File: src/rtl/mcu_pkg.sv
// Shared types and encodings for the multicycle MIPS control unit.
// MCU_ILLEGAL_TRAP_EN adds the TRAP state for unknown opcodes/functs.
package mcu_pkg;

  typedef enum logic [2:0] {
    RESET,
    FETCH,
    DECODE,
    EXEC,
    MEM,
    WB,
    DIV_WAIT
`ifdef MCU_ILLEGAL_TRAP_EN
    , TRAP
`endif
  } state_e;

  typedef enum logic [3:0] {
    ALU_R,
    ALU_I,
    LOAD,
    STORE,
    BRANCH,
    REGIMM,
    JUMP,
    JUMP_LINK,
    JREG,
    JREG_LINK,
    DIV,
    MFHILO,
    NOP
  } iclass_e;

  localparam logic [5:0] OP_RTYPE  = 6'b000000;
  localparam logic [5:0] OP_REGIMM = 6'b000001;
  localparam logic [5:0] OP_J      = 6'b000010;
  localparam logic [5:0] OP_JAL    = 6'b000011;
  localparam logic [5:0] OP_BEQ    = 6'b000100;
  localparam logic [5:0] OP_BNE    = 6'b000101;
  localparam logic [5:0] OP_ADDI   = 6'b001000;
  localparam logic [5:0] OP_ANDI   = 6'b001100;
  localparam logic [5:0] OP_ORI    = 6'b001101;
  localparam logic [5:0] OP_XORI   = 6'b001110;
  localparam logic [5:0] OP_LW     = 6'b100011;
  localparam logic [5:0] OP_SW     = 6'b101011;

  localparam logic [5:0] F_SLL   = 6'b000000;
  localparam logic [5:0] F_SRL   = 6'b000010;
  localparam logic [5:0] F_SRA   = 6'b000011;
  localparam logic [5:0] F_JR    = 6'b001000;
  localparam logic [5:0] F_JALR  = 6'b001001;
  localparam logic [5:0] F_MFHI  = 6'b010000;
  localparam logic [5:0] F_MFLO  = 6'b010010;
  localparam logic [5:0] F_MULT  = 6'b011000;
  localparam logic [5:0] F_MULTU = 6'b011001;
  localparam logic [5:0] F_DIV   = 6'b011010;
  localparam logic [5:0] F_DIVU  = 6'b011011;
  localparam logic [5:0] F_ADD   = 6'b100000;
  localparam logic [5:0] F_ADDU  = 6'b100001;
  localparam logic [5:0] F_SUB   = 6'b100010;
  localparam logic [5:0] F_SUBU  = 6'b100011;
  localparam logic [5:0] F_AND   = 6'b100100;
  localparam logic [5:0] F_OR    = 6'b100101;
  localparam logic [5:0] F_XOR   = 6'b100110;
  localparam logic [5:0] F_NOR   = 6'b100111;
  localparam logic [5:0] F_SLT   = 6'b101010;
  localparam logic [5:0] F_SLTU  = 6'b101011;

  localparam logic [4:0] RT_BGEZ   = 5'b00001;
  localparam logic [4:0] RT_BGEZAL = 5'b10001;

  localparam logic [2:0] ALU_ADD    = 3'b000;
  localparam logic [2:0] ALU_SUB    = 3'b001;
  localparam logic [2:0] ALU_AND    = 3'b010;
  localparam logic [2:0] ALU_OR     = 3'b011;
  localparam logic [2:0] ALU_XOR    = 3'b100;
  localparam logic [2:0] ALU_RTYPE  = 3'b110;
  localparam logic [2:0] ALU_REGIMM = 3'b111;

  localparam logic [1:0] PC_SRC_BRANCH = 2'b00;
  localparam logic [1:0] PC_SRC_JUMP   = 2'b01;
  localparam logic [1:0] PC_SRC_RS     = 2'b10;
  localparam logic [1:0] PC_SRC_INC    = 2'b11;

  localparam logic [1:0] REG_DST_RT = 2'd0;
  localparam logic [1:0] REG_DST_RD = 2'd1;
  localparam logic [1:0] REG_DST_RA = 2'd2;

  localparam logic [1:0] HILO_NONE = 2'b00;
  localparam logic [1:0] HILO_HI   = 2'b01;
  localparam logic [1:0] HILO_LO   = 2'b10;

  typedef struct packed {
    iclass_e    cls;
    logic [2:0] op_alu;
    logic       orig_alu;
    logic       equal;
    logic       link;
    logic [1:0] hilo_sel;
  } dec_t;

  localparam dec_t DEC_NOP = '{cls: NOP, op_alu: ALU_ADD, orig_alu: 1'b0,
                               equal: 1'b1, link: 1'b0, hilo_sel: HILO_NONE};

endpackage

File: src/rtl/mcu_decode.sv
// Combinational instruction-class decode; the control FSM registers
// its output during DECODE.
module mcu_decode
  import mcu_pkg::*;
(
  input  logic [5:0] opcode_i,
  input  logic [5:0] funct_i,
  input  logic [4:0] rt_i,
  output dec_t       dec_o
);

  always_comb begin
    dec_o = DEC_NOP;
    case (opcode_i)
      OP_RTYPE: begin
        case (funct_i)
          F_SLL, F_SRL, F_SRA, F_ADD, F_ADDU, F_SUB, F_SUBU, F_AND, F_OR,
          F_XOR, F_NOR, F_SLT, F_SLTU, F_MULT, F_MULTU: begin
            dec_o.cls    = ALU_R;
            dec_o.op_alu = ALU_RTYPE;
          end
          F_DIV, F_DIVU: begin
            dec_o.cls    = DIV;
            dec_o.op_alu = ALU_RTYPE;
          end
          F_MFHI: begin
            dec_o.cls      = MFHILO;
            dec_o.op_alu   = ALU_RTYPE;
            dec_o.hilo_sel = HILO_HI;
          end
          F_MFLO: begin
            dec_o.cls      = MFHILO;
            dec_o.op_alu   = ALU_RTYPE;
            dec_o.hilo_sel = HILO_LO;
          end
          F_JR: begin
            dec_o.cls    = JREG;
            dec_o.op_alu = ALU_RTYPE;
          end
          F_JALR: begin
            dec_o.cls    = JREG_LINK;
            dec_o.op_alu = ALU_RTYPE;
            dec_o.link   = 1'b1;
          end
          default: dec_o = DEC_NOP;
        endcase
      end
      OP_REGIMM: begin
        if (rt_i == RT_BGEZ || rt_i == RT_BGEZAL) begin
          dec_o.cls    = REGIMM;
          dec_o.op_alu = ALU_REGIMM;
          dec_o.link   = (rt_i == RT_BGEZAL);
        end
      end
      OP_J: dec_o.cls = JUMP;
      OP_JAL: begin
        dec_o.cls  = JUMP_LINK;
        dec_o.link = 1'b1;
      end
      OP_BEQ: begin
        dec_o.cls    = BRANCH;
        dec_o.op_alu = ALU_SUB;
      end
      OP_BNE: begin
        dec_o.cls    = BRANCH;
        dec_o.op_alu = ALU_SUB;
        dec_o.equal  = 1'b0;
      end
      OP_ADDI: begin
        dec_o.cls      = ALU_I;
        dec_o.orig_alu = 1'b1;
      end
      OP_ANDI: begin
        dec_o.cls      = ALU_I;
        dec_o.op_alu   = ALU_AND;
        dec_o.orig_alu = 1'b1;
      end
      OP_ORI: begin
        dec_o.cls      = ALU_I;
        dec_o.op_alu   = ALU_OR;
        dec_o.orig_alu = 1'b1;
      end
      OP_XORI: begin
        dec_o.cls      = ALU_I;
        dec_o.op_alu   = ALU_XOR;
        dec_o.orig_alu = 1'b1;
      end
      OP_LW: begin
        dec_o.cls      = LOAD;
        dec_o.orig_alu = 1'b1;
      end
      OP_SW: begin
        dec_o.cls      = STORE;
        dec_o.orig_alu = 1'b1;
      end
      default: dec_o = DEC_NOP;
    endcase
  end

endmodule

File: src/rtl/multicycle_control_unit.sv
// Multicycle MIPS control FSM with memory handshake and iterative DIV wait.
// Define MCU_ILLEGAL_TRAP_EN to route unknown instructions through TRAP.
module multicycle_control_unit
  import mcu_pkg::*;
#(
  parameter int unsigned OPALU_W      = 3,
  parameter int unsigned DIV_CYCLES   = 32,
  parameter logic [1:0]  RESET_PC_SRC = 2'b11
) (
  input  logic               clk,
  input  logic               rst_n,
  input  logic [5:0]         opcode,
  input  logic [5:0]         funct,
  input  logic [4:0]         rt,
  input  logic               mem_ready,
  output logic [1:0]         pc_src,
  output logic [1:0]         reg_dst,
  output logic               mem_to_reg,
  output logic [1:0]         hilo_rd,
  output logic [OPALU_W-1:0] opALU,
  output logic               origALU,
  output logic               equal,
  output logic               mem_read,
  output logic               write_enable_mem,
  output logic               write_enable_reg,
  output logic               ir_write,
  output logic               pc_write,
  output logic               div_start,
  output logic               hilo_write,
  output logic               busy
);

  localparam int unsigned CNT_W = $clog2(DIV_CYCLES);

  state_e           state_q, state_d;
  dec_t             dec_q, dec_d;
  dec_t             dec_w;
  logic [CNT_W-1:0] cnt_q, cnt_d;

  mcu_decode u_decode (
    .opcode_i (opcode),
    .funct_i  (funct),
    .rt_i     (rt),
    .dec_o    (dec_w)
  );

  always_ff @(posedge clk or negedge rst_n) begin
    if (!rst_n) begin
      state_q <= RESET;
      dec_q   <= DEC_NOP;
      cnt_q   <= '0;
    end else begin
      state_q <= state_d;
      dec_q   <= dec_d;
      cnt_q   <= cnt_d;
    end
  end

  always_comb begin
    state_d          = state_q;
    dec_d            = dec_q;
    cnt_d            = cnt_q;
    pc_src           = RESET_PC_SRC;
    reg_dst          = REG_DST_RT;
    mem_to_reg       = 1'b0;
    hilo_rd          = HILO_NONE;
    opALU            = '0;
    origALU          = 1'b0;
    equal            = 1'b1;
    mem_read         = 1'b0;
    write_enable_mem = 1'b0;
    write_enable_reg = 1'b0;
    ir_write         = 1'b0;
    pc_write         = 1'b0;
    div_start        = 1'b0;
    hilo_write       = 1'b0;
    busy             = (state_q != FETCH);

    // ALU controls come only from the registered class, never from live IR bits
    if (state_q == EXEC || state_q == MEM || state_q == WB || state_q == DIV_WAIT) begin
      opALU   = OPALU_W'(dec_q.op_alu);
      origALU = dec_q.orig_alu;
    end

    case (state_q)
      RESET: state_d = FETCH;

      FETCH: begin
        mem_read = 1'b1;
        if (mem_ready) begin
          ir_write = 1'b1;
          pc_write = 1'b1;
          pc_src   = PC_SRC_INC;
          state_d  = DECODE;
        end
      end

      DECODE: begin
        dec_d   = dec_w;
        state_d = EXEC;
      end

      EXEC: begin
        case (dec_q.cls)
          ALU_R, ALU_I, MFHILO: state_d = WB;
          LOAD, STORE:          state_d = MEM;
          BRANCH, REGIMM: begin
            pc_write = 1'b1;
            pc_src   = PC_SRC_BRANCH;
            equal    = dec_q.equal;
            state_d  = FETCH;
          end
          JUMP, JUMP_LINK: begin
            pc_write = 1'b1;
            pc_src   = PC_SRC_JUMP;
            state_d  = FETCH;
          end
          JREG, JREG_LINK: begin
            pc_write = 1'b1;
            pc_src   = PC_SRC_RS;
            state_d  = FETCH;
          end
          DIV: begin
            div_start = 1'b1;
            cnt_d     = CNT_W'(DIV_CYCLES - 1);
            state_d   = DIV_WAIT;
          end
          default: begin
`ifdef MCU_ILLEGAL_TRAP_EN
            state_d = TRAP;
`else
            state_d = FETCH;
`endif
          end
        endcase
        if (dec_q.link) begin
          write_enable_reg = 1'b1;
          reg_dst          = REG_DST_RA;
        end
      end

      MEM: begin
        if (dec_q.cls == LOAD) mem_read = 1'b1;
        else                   write_enable_mem = 1'b1;
        if (mem_ready) state_d = (dec_q.cls == LOAD) ? WB : FETCH;
      end

      WB: begin
        write_enable_reg = 1'b1;
        reg_dst          = (dec_q.cls == ALU_I || dec_q.cls == LOAD) ? REG_DST_RT : REG_DST_RD;
        mem_to_reg       = (dec_q.cls == LOAD);
        hilo_rd          = dec_q.hilo_sel;
        state_d          = FETCH;
      end

      DIV_WAIT: begin
        if (cnt_q == '0) begin
          hilo_write = 1'b1;
          state_d    = FETCH;
        end else begin
          cnt_d = cnt_q - 1'b1;
        end
      end

`ifdef MCU_ILLEGAL_TRAP_EN
      TRAP: begin
        pc_write = 1'b1;
        pc_src   = PC_SRC_JUMP;
        state_d  = FETCH;
      end
`endif

      default: state_d = RESET;
    endcase
  end

endmodule

File: config.mk
export PLATFORM = sky130hd
export DESIGN_NAME = multicycle_control_unit
export DESIGN_NICKNAME = d
export VERILOG_FILES = /design/src/rtl/mcu_pkg.sv /design/src/rtl/mcu_decode.sv /design/src/rtl/multicycle_control_unit.sv
export SDC_FILE = /design/constraint.sdc
export NUM_CORES = 1
export LEC_CHECK = 0
export CELL_PAD_IN_SITES_DETAIL_PLACEMENT = 0
export CELL_PAD_IN_SITES_GLOBAL_PLACEMENT = 2
export CORE_UTILIZATION = 29
export DETAILED_ROUTE_END_ITERATION = 16
export GPL_TIMING_DRIVEN = 0
export PLACE_DENSITY = 0.87
export SLEW_MARGIN = 10
export SYNTH_ARGS = -nofsm -noshare
export SYNTH_HDL_FRONTEND = slang
export SYNTH_SLANG_ARGS = --single-unit
export TNS_END_PERCENT = 10
File: constraint.sdc
create_clock -name clk -period 3.2 [get_ports clk]
set_input_delay 0.32 -clock clk [delete_from_list [all_inputs] [get_ports clk]]
set_output_delay 0.32 -clock clk [all_outputs]
set_load 0.1 [all_outputs]
==> flow_metrics.tcl, run 1 <==
set metrics [dict create \
    outcome "complete, no violations" \
    portBuffers 36 \
    cp_max_fo 10 \
    relSlewSlack_pct 34.13 \
    routed_wl_um 3867 \
    p_per_area_nw_per_um2 827.0 \
    grt_pass1_wl_um 6451 \
    r2r_cells 7 \
    coreArea_um2 5140 \
    post-place-cells 309 \
    worst-path-buf-inv 2 \
    critPathCaptureType "primary output" \
    final_nets 266 \
    fin_crit_sh_pct 94.39 \
    cts.sinks 20 \
    r2r-end "state_q[1]" \
    vias 1580 \
    fin_crit_ps 3021 \
    grt_max_degree 21 \
    regToRegSetupSlack_ps 1250 \
    grt_antenna_before_repair 0 \
    final.setup_skew_ps 10.43 \
    start_kind "flop" \
    seq_area_frac_synth_pct 32.32 \
    ys_top_cells_by_area "dfrtp_1 27%, nand2_1 6.7%, o21ai_0 5.1%, dfstp_2 5.1%, nor2_1 3.8%" \
    setup_viol 0 \
    worstSetupPathType "reg2out" \
    drive_above_1_share_pct 8.642 \
    reg2reg_from "dec_q[11]" \
    final_antenna_net_count 0 \
    instances_no_fill 313 \
    drv_slew 0 \
    synth_area_per_cell_um2 7.686 \
    required_ps 2880 \
    maxCapViolCount 0 \
    crit_family "buffers and inverters" \
    drtIter0Drc 83 \
    cp_cell_sequence "buf_1, nand2_1, or2_2, a21oi_1, clkdlybuf4s50_1" \
    final_util_pct 40.68 \
    endpoint "reg_dst[0]" \
    leakage_nw 0.8501 \
    async_flop_share_pct 100.0 \
    drc 0 \
    design.portCount 40 \
    syn_to_final_growth_pct 34.00 \
    final_common_cell "clkdlybuf4s50_1" \
    cp.arrival_ps 2700 \
    cts.path.max_buffers 2 \
    hold_viol_final 0 \
    htreeDepth 1 \
    rsz0062_at_grt "false" \
    die-area_um2 5678 \
    grt.overflow.total 0 \
    slowest_delay_ps 1150 \
    track_usage_pct 14.69 \
    crit_start "state_q[2]" \
    synth.distinct_cells 53 \
    path_depth 5 \
    hpwl_um 3191 \
    ir_drop_mv 0.3804 \
    wl_per_cell_um 12.35 \
    synth-edff-count 0 \
    synth_top_area_share_pct 27.27 \
    row_count 26 \
    grtUsageMet3_pct 0.9259 \
    layout_common_cells "32 x clkdlybuf4s50_1, 28 x nand2_1, 17 x dfrtp_1, 16 x nor2_1, 16 x o21ai_0" \
    initial_core_util_pct 30.36 \
    clk_latency_ps 260 \
    path_clk_slew_ps 70 \
    crit_path_top_delay_cell "clkdlybuf4s50_1" \
    fin_setup_tns_ps 0 \
    place.gp.congestion 0.7878 \
    met2_usage_pct 25.30 \
    die_x_um 75.35 \
    cts_tree "done" \
    netlist_instances 203 \
    die_y_um 75.35 \
    drtPass1Iterations 4 \
    fmax_mhz 331.1 \
    cts_inserted_buffers 3 \
    use_met1_pct 19.90 \
    ys_ff_latch 20 \
    root_buffer "clkbuf_8" \
    grt_pass1_vias 1423 \
    synth-main-ff-cell "dfrtp_1" \
    synth_top_area_cell "dfrtp_1" \
    vias_per_cell 5.048 \
    top_usage_layer "met2" \
    post_cts_buffers 0 \
    yosysWarnings 0 \
    syn_area_um2 1560 \
    synth.net_count 225 \
    antenna_cells 0 \
    hp-class "reg2reg" \
    worst_pin_slew_ps 985.0 \
]
[worst min-delay path: stages, from the launching register on]
cell and delay, ps:
dfrtp_1 330, nand2_1 50, o41ai_1 50
[sequential cells by signal (all words and copies together) (netlist names)]
signal / count
dec_q: 12
cnt_q: 5
state_q: 3
[power breakdown]
part / switching (mW) / internal [mW] / leakage [nW]
logic: 0.746 / 0.294 / 0.568
registers: 0.0785 / 0.362 / 0.246
clock network: 0.0806 / 0.167 / 0.0357
total: 0.905 / 0.824 / 0.850
[metal layers]
metal	up-vias	share of wire (%)
met4	0	1.1
li1	809	-
met1	729	49
met2	37	47
met3	5	3.1
met5	-	0
[metrics by stage]
stage               area [µm²]  hold WS (ps)  total power [mW]  setup slack, ps
floorplan                 1565         24.41             1.241            253.5
global placement          2013         459.3             1.493            175.9
detailed placement        2013         452.7             1.497            175.3
CTS                       2083         472.3             1.751            71.80
global route              2091         507.4             1.850            4.835
finish                    2091         467.3             1.729            179.4
[kinds of logic (layout without fill, tap and decap cells)]
group	after synthesis	in the layout	share of synthesized area, %
and+or+nand+nor	104	104	36.41
AOI/OAI and AO/OA	49	49	20.45
buffers and inverters	21	61	5.292
DFF	20	20	32.32
xor gates and xnor gates	7	7	3.930
adders and majority gates	2	2	1.604
[repair_timing]
action / 4_1_cts / 5_1_grt
setup endpoints to repair: 1 / 3
gates resized for setup: 1 / 3
hold buffers: 0 / 0
[worst min-delay path by stage]
| stage | start | endpoint | slack, ps | cells after the start |
|---|---|---|---|---|
| after global routing | dec_q[0] | dec_q[0] | 510 | 2 |
| final | dec_q[0] | dec_q[0] | 470 | 2 |
| after CTS | dec_q[0] | dec_q[0] | 470 | 2 |
| after detailed placement | dec_q[0] | dec_q[0] | 450 | 2 |
| after global placement | dec_q[0] | dec_q[0] | 460 | 2 |
| after floorplan | rst_n | cnt_q[0] | 20 | 0 |
[Yosys cell counts, drive strengths merged, types with 5 or more instances]
| cell type | n |
|---|---|
| nand3 | 6 |
| nor2 | 16 |
| nor2b | 10 |
| inv | 6 |
| a31oi | 5 |
| nand2b | 7 |
| clkbuf | 12 |
| nor3 | 6 |
| o21ai | 17 |
| dfrtp | 17 |
| a21oi | 8 |
| nand2 | 28 |
[cell type report]
cell class,count,area [µm²]
repair buffers,36,366.6
flip-flops and latches,20,504.2
clock buffers,3,41.29
well taps,70,87.58
plain buffers,15,60.06
fillers,560,3049
inverters,6,22.52
clock inverters,1,30.03
multi-input cells,162,978.4
(Power assumes the default switching activity.)
==> inputs of run 2 (changes only) <==
--- a/config.mk
+++ b/config.mk
@@ -7,12 +7,13 @@
 export LEC_CHECK = 0
 export CELL_PAD_IN_SITES_DETAIL_PLACEMENT = 0
 export CELL_PAD_IN_SITES_GLOBAL_PLACEMENT = 2
-export CORE_UTILIZATION = 29
+export CORE_UTILIZATION = 32
 export DETAILED_ROUTE_END_ITERATION = 16
 export GPL_TIMING_DRIVEN = 0
-export PLACE_DENSITY = 0.87
+export PLACE_DENSITY = 0.89
 export SLEW_MARGIN = 10
 export SYNTH_ARGS = -nofsm -noshare
 export SYNTH_HDL_FRONTEND = slang
+export SYNTH_HIERARCHICAL = 1
 export SYNTH_SLANG_ARGS = --single-unit
 export TNS_END_PERCENT = 10
==> run 2 against run 1 <==
Largest cell class unchanged. Area after synthesis increased by 9.2%. Via count shrank 0.95%. Utilization up 3.3 points. Critical endpoint is now mem_read. Critical path type unchanged. Synthesized cell count down 3.4%.
==> flow_metrics.tcl, run 2 <==
set metrics [dict create \
    drv_slew 0 \
    ys_ff_latch 20 \
    synth.net_count 217 \
    ir_drop_mv 0.3111 \
    cp.arrival_ps 2670 \
    top_usage_layer "met1" \
    grt_pass1_vias 1474 \
    hpwl_um 3245 \
    drc 0 \
    track_usage_pct 16.41 \
    top_regs "dec_q (12), cnt_q (5), state_q (3)" \
    grtUsageMet3_pct 3.213 \
    synth-edff-count 0 \
    pre_cts_ws_ps 481.6 \
    final.setup_skew_ps 9.905 \
    die_x_um 74.98 \
    portBuffers 39 \
    nFillCells 534 \
    cts.path.max_buffers 2 \
    antenna_cells 0 \
    relSlewSlack_pct 34.76 \
    vias 1565 \
    cp_max_fo 9 \
    regMostFlops "dec_q" \
    final_nets 261 \
    instances_no_fill 309 \
    synth_top_area_cell "dfrtp_1" \
    path_clk_slew_ps 80 \
    drtPass1Iterations 4 \
    fin_setup_tns_ps 0 \
    die-area_um2 5621 \
    yosysWarnings 6 \
    cts_inserted_buffers 3 \
    worst_pin_slew_ps 975.5 \
    leakage_nw 0.9349 \
    setup_viol 0 \
    fin_crit_sh_pct 93.49 \
    fmax_mhz 334.3 \
    post-place-cells 305 \
    cts_tree "done" \
    ys_top_cells_by_area "dfrtp_1 25%, mux2_2 7.9%, nor2b_1 4.8%, dfstp_2 4.6%, a21oi_1 3.8%" \
    synth_top_area_share_pct 24.96 \
    post_cts_buffers 0 \
    postCtsHoldBufs 0 \
    final_antenna_net_count 0 \
    met2_usage_pct 24.02 \
    start_kind "flop" \
    netlist_instances 196 \
    die_y_um 74.98 \
    routed_wl_um 4184 \
    root_buffer "clkbuf_8" \
    grt_max_degree 21 \
    grt.overflow.total 0 \
    rsz0062_at_grt "false" \
    syn_to_final_growth_pct 31.79 \
    seq_area_frac_synth_pct 29.59 \
    final_common_cell "clkdlybuf4s50_1" \
    synth_area_per_cell_um2 8.695 \
    grt_antenna_before_repair 0 \
    worst_slack_ps 208.3 \
    holdWs_ps 502.0 \
    drive_above_1_share_pct 17.99 \
    p_per_area_nw_per_um2 708.4 \
    place.gp.congestion 0.8417 \
    synth_most_common_cell "dfrtp_1" \
    synth-main-ff-cell "dfrtp_1" \
    async_flop_share_pct 100.0 \
    grt_pass1_wl_um 7058 \
    outcome "complete, no violations" \
    report.power.total_mw 1.591 \
    coreArea_um2 5107 \
    cts.sinks 20 \
    largest_register_ffs 12 \
    hold_viol_final 0 \
    required_ps 2880 \
    initial_core_util_pct 33.37 \
    drtIter0Drc 101 \
    synth.distinct_cells 62 \
    maxCapViolCount 0 \
    design.portCount 40 \
    use_met1_pct 24.96 \
    layout_common_cells "38 x clkdlybuf4s50_1, 17 x dfrtp_1, 13 x nor2b_1, 13 x a21oi_1" \
    row_count 26 \
    fin_crit_ps 2992 \
    wl_per_cell_um 13.54 \
    synth_common_cells "17 x dfrtp_1, 13 x a21oi_1, 13 x nor2b_1" \
    clk_latency_ps 260 \
    hp-class "reg2reg" \
    critPathCaptureType "primary output" \
    worstSetupPathType "reg2out" \
    htreeDepth 1 \
    vias_per_cell 5.065 \
    syn_area_um2 1704 \
]
==> run 2: cell count changes after synthesis, moves of 4 or more <==
cell and change:
nor2_1 -4, clkbuf_1 -9, nor2b_1 +4, o21ai_0 -8
nand2_1 -21, buf_2 +7, a21oi_1 +5, mux2_2 +12
==> run 2: final timing paths <==
path                            startpoint    endpoint  slack, ps  depth (start not counted)
max in group asynchronous            rst_n    cnt_q[3]       2010                          1
worst max-delay path             dec_q[11]    mem_read        210                          5
worst min-delay path              dec_q[4]    dec_q[4]        500                          1
min in group asynchronous            rst_n  state_q[2]        590                          1
worst min register to register    dec_q[4]    dec_q[4]        500                          1
worst max register to register    cnt_q[0]    cnt_q[0]       1540                          5
==> run 2: metrics by stage <==
stage | area, µm² | util (%)
floorplan | 1710 | -
global placement | 2188 | 42.85
detailed placement | 2188 | 42.85
CTS | 2243 | 43.92
global route | 2246 | 43.97
finish | 2246 | 43.97
==> run 2: power breakdown <==
part	total [mW]	leakage, nW	internal (mW)	switching, mW
logic	0.993	0.646	0.345	0.648
registers	0.403	0.260	0.342	0.0607
clock network	0.195	0.0288	0.110	0.0853
==> run 2: logic make-up after synthesis <==
family                     synth area share (%)
adders and majority gates                0.7341
DFF                                       29.59
xor gates and xnor gates                  2.056
AOI/OAI and AO/OA                         19.24
buffers and inverters                     6.020
muxes                                     9.104
and+or+nand+nor                           33.26
==> run 2: worst max-delay path, stage by stage, from the launching register on <==
cell,delay (ps)
dfstp_2,360
buf_2,160
or4b_4,530
nor2b_1,130
o21a_1,120
clkdlybuf4s50_1,1120
==> run 2: repair_timing <==
item	4_1_cts	5_1_grt
hold endpoints to repair	0	0
endpoints found under the setup margin	0	1
gates resized for setup	0	1
==> run 2: routing by layer <==
layer  up-vias  wire, µm
met5         -         0
met4         0        26
met3         2       126
met2        33      1886
met1       715      2144
li1        815         -
==> run 2: cell type report <==
type                       count  area [µm²]  area share [%]
inverter                       9       33.78           1.504
timing repair buffer          39       392.9           17.49
buffer                        13       68.82           3.064
tap                           70       87.58           3.900
clock buffer                   4       55.05           2.451
sequential                    20       504.2           22.45
multi-input combinational    154        1104           49.14
